--- config.mk ---
export PLATFORM = sky130hd
export DESIGN_NAME = prefetch_queue
export DESIGN_NICKNAME = d
export VERILOG_FILES = /design/src/rtl/prefetch_queue.sv
export SDC_FILE = /design/constraint.sdc
export NUM_CORES = 1
export LEC_CHECK = 0
export ABC_AREA = 1
export CORE_MARGIN = 2
export CORE_UTILIZATION = 60
export CTS_CLUSTER_DIAMETER = 30
export DETAILED_ROUTE_END_ITERATION = 6
export DONT_BUFFER_PORTS = 1
export PLACE_DENSITY = 0.76
export SLEW_MARGIN = 40
export SYNTH_ARGS = -nofsm -noshare
export SYNTH_HDL_FRONTEND = slang
export SYNTH_SLANG_ARGS = --single-unit
--- constraint.sdc ---
create_clock -name clk -period 4.4 [get_ports clk]
set_clock_uncertainty 0.05 [all_clocks]
set_input_delay 0.44 -clock clk [delete_from_list [all_inputs] [get_ports clk]]
set_output_delay 0.44 -clock clk [all_outputs]
set_load 0.1 [all_outputs]
--- src/rtl/prefetch_queue.sv ---
// Instruction prefetch queue between the instruction memory port and IF/ID.
// It issues sequential word fetches ahead of the decoder and buffers the
// returned words together with their PC+4. A redirect from EX flushes the
// buffer, discards in-flight responses and restarts fetch at the new target.
//
// Optional feature macro: PREFETCH_QUEUE_BYPASS_EN. When it is defined, a
// response that arrives while the queue is empty is forwarded combinationally
// to the IF stage.
//
// Ports:
//   clk, rst                     clock and synchronous active-high reset
//   mem_req, mem_addr            fetch request and its word address (comb)
//   mem_gnt                      request accepted this cycle
//   mem_rvalid, mem_rdata        in-order response and its instruction word
//   redirect, redirect_pc        taken branch/jump and its new target
//   inst_valid, inst, inst_pc4   head entry presented to the IF stage
//   inst_ready                   consumer accepts the head entry
module prefetch_queue #(
  parameter int unsigned DEPTH    = 4,
  parameter logic [31:0] RESET_PC = 32'h0000_0000
) (
  input  logic        clk,
  input  logic        rst,
  output logic        mem_req,
  output logic [31:0] mem_addr,
  input  logic        mem_gnt,
  input  logic        mem_rvalid,
  input  logic [31:0] mem_rdata,
  input  logic        redirect,
  input  logic [31:0] redirect_pc,
  output logic        inst_valid,
  output logic [31:0] inst,
  output logic [31:0] inst_pc4,
  input  logic        inst_ready
);

  localparam int unsigned CW = $clog2(DEPTH + 1);
  localparam int unsigned PW = $clog2(DEPTH);

  localparam logic [0:0] FETCH = 1'b0;
  localparam logic [0:0] DRAIN = 1'b1;

  logic [0:0]    state, state_n;
  logic [31:0]   fetch_pc, fetch_pc_n;
  logic [PW-1:0] head, head_n, tail, tail_n;
  logic [CW-1:0] count, count_n;
  logic [CW-1:0] outstanding, outstanding_n;
  logic [CW-1:0] discard, discard_n;

  logic [31:0]   inst_q [DEPTH];
  logic [31:0]   pc4_q  [DEPTH];

  logic [CW:0]   occupancy;
  logic          req_int;
  logic          grant;
  logic          head_valid;
  logic          bypass_hit;
  logic          bypass_take;
  logic          deq;
  logic          wr_en;
  logic [31:0]   resp_pc4;

  // Request credit, handshakes and head presentation.
  always_comb begin
    occupancy  = {1'b0, count} + {1'b0, outstanding};
    req_int    = (state == FETCH) && (occupancy < (CW+1)'(DEPTH)) && !redirect;
    grant      = req_int && mem_gnt;
    mem_req    = req_int && !rst;
    mem_addr   = fetch_pc;
    head_valid = (count != '0);
    // In FETCH every outstanding request belongs to the current stream, so
    // the oldest one was issued at fetch_pc - 4*outstanding.
    resp_pc4   = fetch_pc - (32'(outstanding) << 2) + 32'd4;
`ifdef PREFETCH_QUEUE_BYPASS_EN
    bypass_hit = !head_valid && (state == FETCH) && !redirect && mem_rvalid;
`else
    bypass_hit = 1'b0;
`endif
    bypass_take = bypass_hit && inst_ready;
    inst_valid  = !rst && (head_valid || bypass_hit);
    inst        = 32'd0;
    inst_pc4    = 32'd0;
    if (inst_valid) begin
      if (head_valid) begin
        inst     = inst_q[head];
        inst_pc4 = pc4_q[head];
      end else begin
        inst     = mem_rdata;
        inst_pc4 = resp_pc4;
      end
    end
  end

  // Next-state and counter update.
  always_comb begin
    state_n       = state;
    fetch_pc_n    = fetch_pc;
    head_n        = head;
    tail_n        = tail;
    count_n       = count;
    outstanding_n = outstanding;
    discard_n     = discard;
    deq           = 1'b0;
    wr_en         = 1'b0;
    case (state)
      FETCH: begin
        if (redirect) begin
          // A response arriving in the redirect cycle is dropped here.
          count_n       = '0;
          head_n        = '0;
          tail_n        = '0;
          fetch_pc_n    = redirect_pc;
          discard_n     = outstanding - CW'(mem_rvalid);
          outstanding_n = outstanding - CW'(mem_rvalid);
          state_n       = (discard_n != '0) ? DRAIN : FETCH;
        end else begin
          deq           = head_valid && inst_ready;
          wr_en         = mem_rvalid && !bypass_take;
          if (deq)   head_n = head + PW'(1);
          if (wr_en) tail_n = tail + PW'(1);
          count_n       = count + CW'(wr_en) - CW'(deq);
          outstanding_n = outstanding + CW'(grant) - CW'(mem_rvalid);
          if (grant) fetch_pc_n = fetch_pc + 32'd4;
        end
      end
      DRAIN: begin
        discard_n     = discard - CW'(mem_rvalid);
        outstanding_n = outstanding - CW'(mem_rvalid);
        if (redirect) begin
          fetch_pc_n = redirect_pc;
          count_n    = '0;
          head_n     = '0;
          tail_n     = '0;
        end
        if (discard_n == '0) state_n = FETCH;
      end
      default: state_n = FETCH;
    endcase
  end

  // State register.
  always_ff @(posedge clk) begin
    if (rst) begin
      state       <= FETCH;
      fetch_pc    <= RESET_PC;
      head        <= '0;
      tail        <= '0;
      count       <= '0;
      outstanding <= '0;
      discard     <= '0;
    end else begin
      state       <= state_n;
      fetch_pc    <= fetch_pc_n;
      head        <= head_n;
      tail        <= tail_n;
      count       <= count_n;
      outstanding <= outstanding_n;
      discard     <= discard_n;
    end
  end

  // Queue storage; contents need no reset since count gates visibility.
  always_ff @(posedge clk) begin
    if (wr_en && !rst) begin
      inst_q[tail] <= mem_rdata;
      pc4_q[tail]  <= resp_pc4;
    end
  end

endmodule

==> results.yml <==
sta:
  hold_viol: 0
  fin_crit_ns: 3.75
  rsz0062_at_grt: "false"
  fin_crit_sh: 0.853
  worst_slew_pin_slew_ns: 0.834
  clock.fmax_mhz: 267
  whs_ns: 0.0373
  setup_violations: 0
  max-slew-margin-rel: 0.444
  slew_violations: 0
  timing.setup.tns_ns: 0
routing:
  routedWlPerCell_um: 17.0
  ant_nets: 0
  dr.pass1.iters: 7
  avgViaCountPerCell: 5.53
  first_iter_violations: 1113
  routed_wl_um: 39400
  drc: 0
  vias: 12778
final_layout:
  final_common_cell: "nor2_1"
  layout.cells.non_filler: 2311
  fill_cells: 1845
  nNetsFinal: 2074
  regArea_um2: 8660
  multi_input_area_um2: 6320
  drive_above_1_share: 0.150
  n_antenna_cell: 0
  most-common-layout-cells: "372 x nor2_1, 359 x nand2_1, 256 x edfxtp_1"
  syn_to_final_growth_pct: 22.0
synth:
  synthFlopType: "edfxtp_1"
  yosys.area.top_type: "edfxtp_1"
  syn_area_um2: 15700
  syn_area_per_cell_um2: 8.73
  ys_seq_area_frac: 0.551
  synth_nets: 1941
  synth_cell_types: 40
  synth_edf_count: 256
  synth.top_cells.by_area: "edfxtp_1 49%, nor2_1 9.0%, nand2_1 8.6%, dfxtp_1 6.1%, ha_1 5.7%"
  ys_ff_latch: 304
  synthCells: 1797
  synth_top_area_share: 0.490
  yosysWarnings: 0
  synth-async-reset-ratio: 0
clock_tree:
  numCtsBuffers: 54
  clk_pin_slew_ns: 0.05
  cts_tree: "yes"
  clk_path_buf_depth: 3
  clockRootBuffer: "clkbuf_16"
  clock_latency_ns: 0.56
  htree_num_levels: 2
  post_cts_resized: 0
  cts_sinks: 304
critical_path:
  worst_r2r_startpoint: "mem_addr[2]"
  cpMaxStageDelayCell: "clkinv_2"
  critical_path.max_stage_delay_ns: 0.69
  r2r-end: "pc4_q[0][22]"
  startpoint_type: "flip-flop"
  crit_type: "reg2out"
  ff2ff_path_depth: 14
  startpoint: "count[1]"
  critical_path_required_ns: 3.91
  critical_path.endpoint: "inst_pc4[22]"
  worstPathArrival_ns: 3.26
  cp_max_fo: 32
  r2r_slack_ns: 1.38
  end_kind: "output port"
  worstPathCellList: "nor2_1 -> nand2_1 -> inv_1 -> nor2_2 -> buf_4 -> clkinv_2 -> buf_4 -> a21oi_2 -> buf_4"
  crit_path_frequent_cell: "buf_4"
grt:
  grt_max_degree: 93
  grt_pass1_wl_um: 63000
  overflow: 0
  grt_usage: 0.282
  grt_pass1_vias: 12576
  grt_antenna_before_repair: 0
hold_path:
  worstHoldPathType: "in2reg"
die:
  fp.dieW_um: 166
  io_pins: 168
  coreArea_um2: 25800
  dieArea_um2: 27500
  fp.dieH_um: 166
  start_util: 0.607
  rows: 59
place:
  io_buffers: 0
  gp_congestion: 0.970
  dp.final_hpwl_um: 24300
  post-place-cells: 2174
power_and_ir_drop:
  ir_worst_vdd_mv: 0.432
  p_leak_nw: 7.96
  powerDensity_nw_per_um2: 549
job:
  drv_cap: 0
status:
  status: "complete, no violations"
[registers in the layout, summed over array words and instances, names as in the netlist, 2 cells and up, named ones only]
name and count:
count 3, discard 3, head 2, inst_q 128, mem_addr 32, outstanding 3
pc4_q 128, tail 2
[synthesized netlist by cell type (3+ instances only)]
| library cell | number |
|---|---|
| a21oi_1 | 119 |
| and2_0 | 3 |
| and2_1 | 4 |
| buf_1 | 11 |
| buf_2 | 19 |
| buf_6 | 3 |
| clkbuf_1 | 33 |
| dfxtp_1 | 48 |
| edfxtp_1 | 256 |
| ha_1 | 72 |
| inv_1 | 182 |
| inv_2 | 3 |
| nand2_1 | 359 |
| nand3_1 | 60 |
| nand3b_1 | 3 |
| nand4_1 | 13 |
| nor2_1 | 377 |
| nor3_1 | 9 |
| o21ai_0 | 168 |
| o22ai_1 | 7 |
| xnor2_1 | 4 |
| xor2_1 | 18 |
[per-stage QoR]
step / instance area, um2 / worst slack, ns / util / power [mW]
finish: 19100 / 0.649 / 0.741 / 10.5
floorplan: 15700 / 0.0826 / - / 5.69
global placement: 16900 / 1.32 / 0.655 / 6.28
detailed placement: 17000 / 1.28 / 0.656 / 6.35
global route: 19100 / 0.509 / 0.741 / 11.0
CTS: 19100 / 0.663 / 0.741 / 10.5
[worst max-delay path, delay by kind of cell, from the launching register on]
family	cells	cell delay [ns]
buffers and inverters	5	1.86
and+or+nand+nor	3	0.22
AOI/OAI and AO/OA	1	0.16
DFF	1	0.41
[report_power, final]
part	internal, mW	total [mW]	switching (mW)
sequential	3.48	3.56	0.0846
clock	2.59	4.12	1.53
combinational	0.714	2.83	2.12
[cells by family after synthesis]
logic type               Yosys count  synth area share
XOR/XNOR                          22            0.0123
AO/OA/AOI/OAI                    305            0.0998
flip-flops                       304             0.551
AND/OR/NAND/NOR                  838             0.212
adder cells (fa/ha/maj)           74            0.0600
buffers and inverters            254            0.0642
[layout make-up]
cell class	instances	area share
flip-flops and latches	304	0.452
multi-input cells	1239	0.330
clock buffers	58	0.0725
repair buffers	145	0.0632
inverters	186	0.0365
clock inverters	44	0.0233
well taps	335	0.0219
[worst min-delay path by stage]
stage	from	end	slack, ns	cells past startpoint
floorplan	head[0]	flip-flop	0.38	1
global placement	head[1]	flip-flop	0.39	2
detailed placement	head[0]	flip-flop	0.41	1
CTS	rst	outstanding[2]	0.03	3
global route	rst	outstanding[2]	0.06	3
finish	rst	outstanding[2]	0.04	3
[metal layers]
metal  up-vias  part of all wire  track usage
met1      5946              0.41        0.363
met2       523              0.48        0.479
met4         0             0.030        0.107
met3        83             0.078       0.0526
li1       6226                 -            -
met5         -                 0            0
[timing repair]
item,in CTS,in global routing
hold endpoints to repair,148,0
buffers inserted,0,0
hold buffers,35,0
Note: power is estimated with default switching activity, not from simulation.
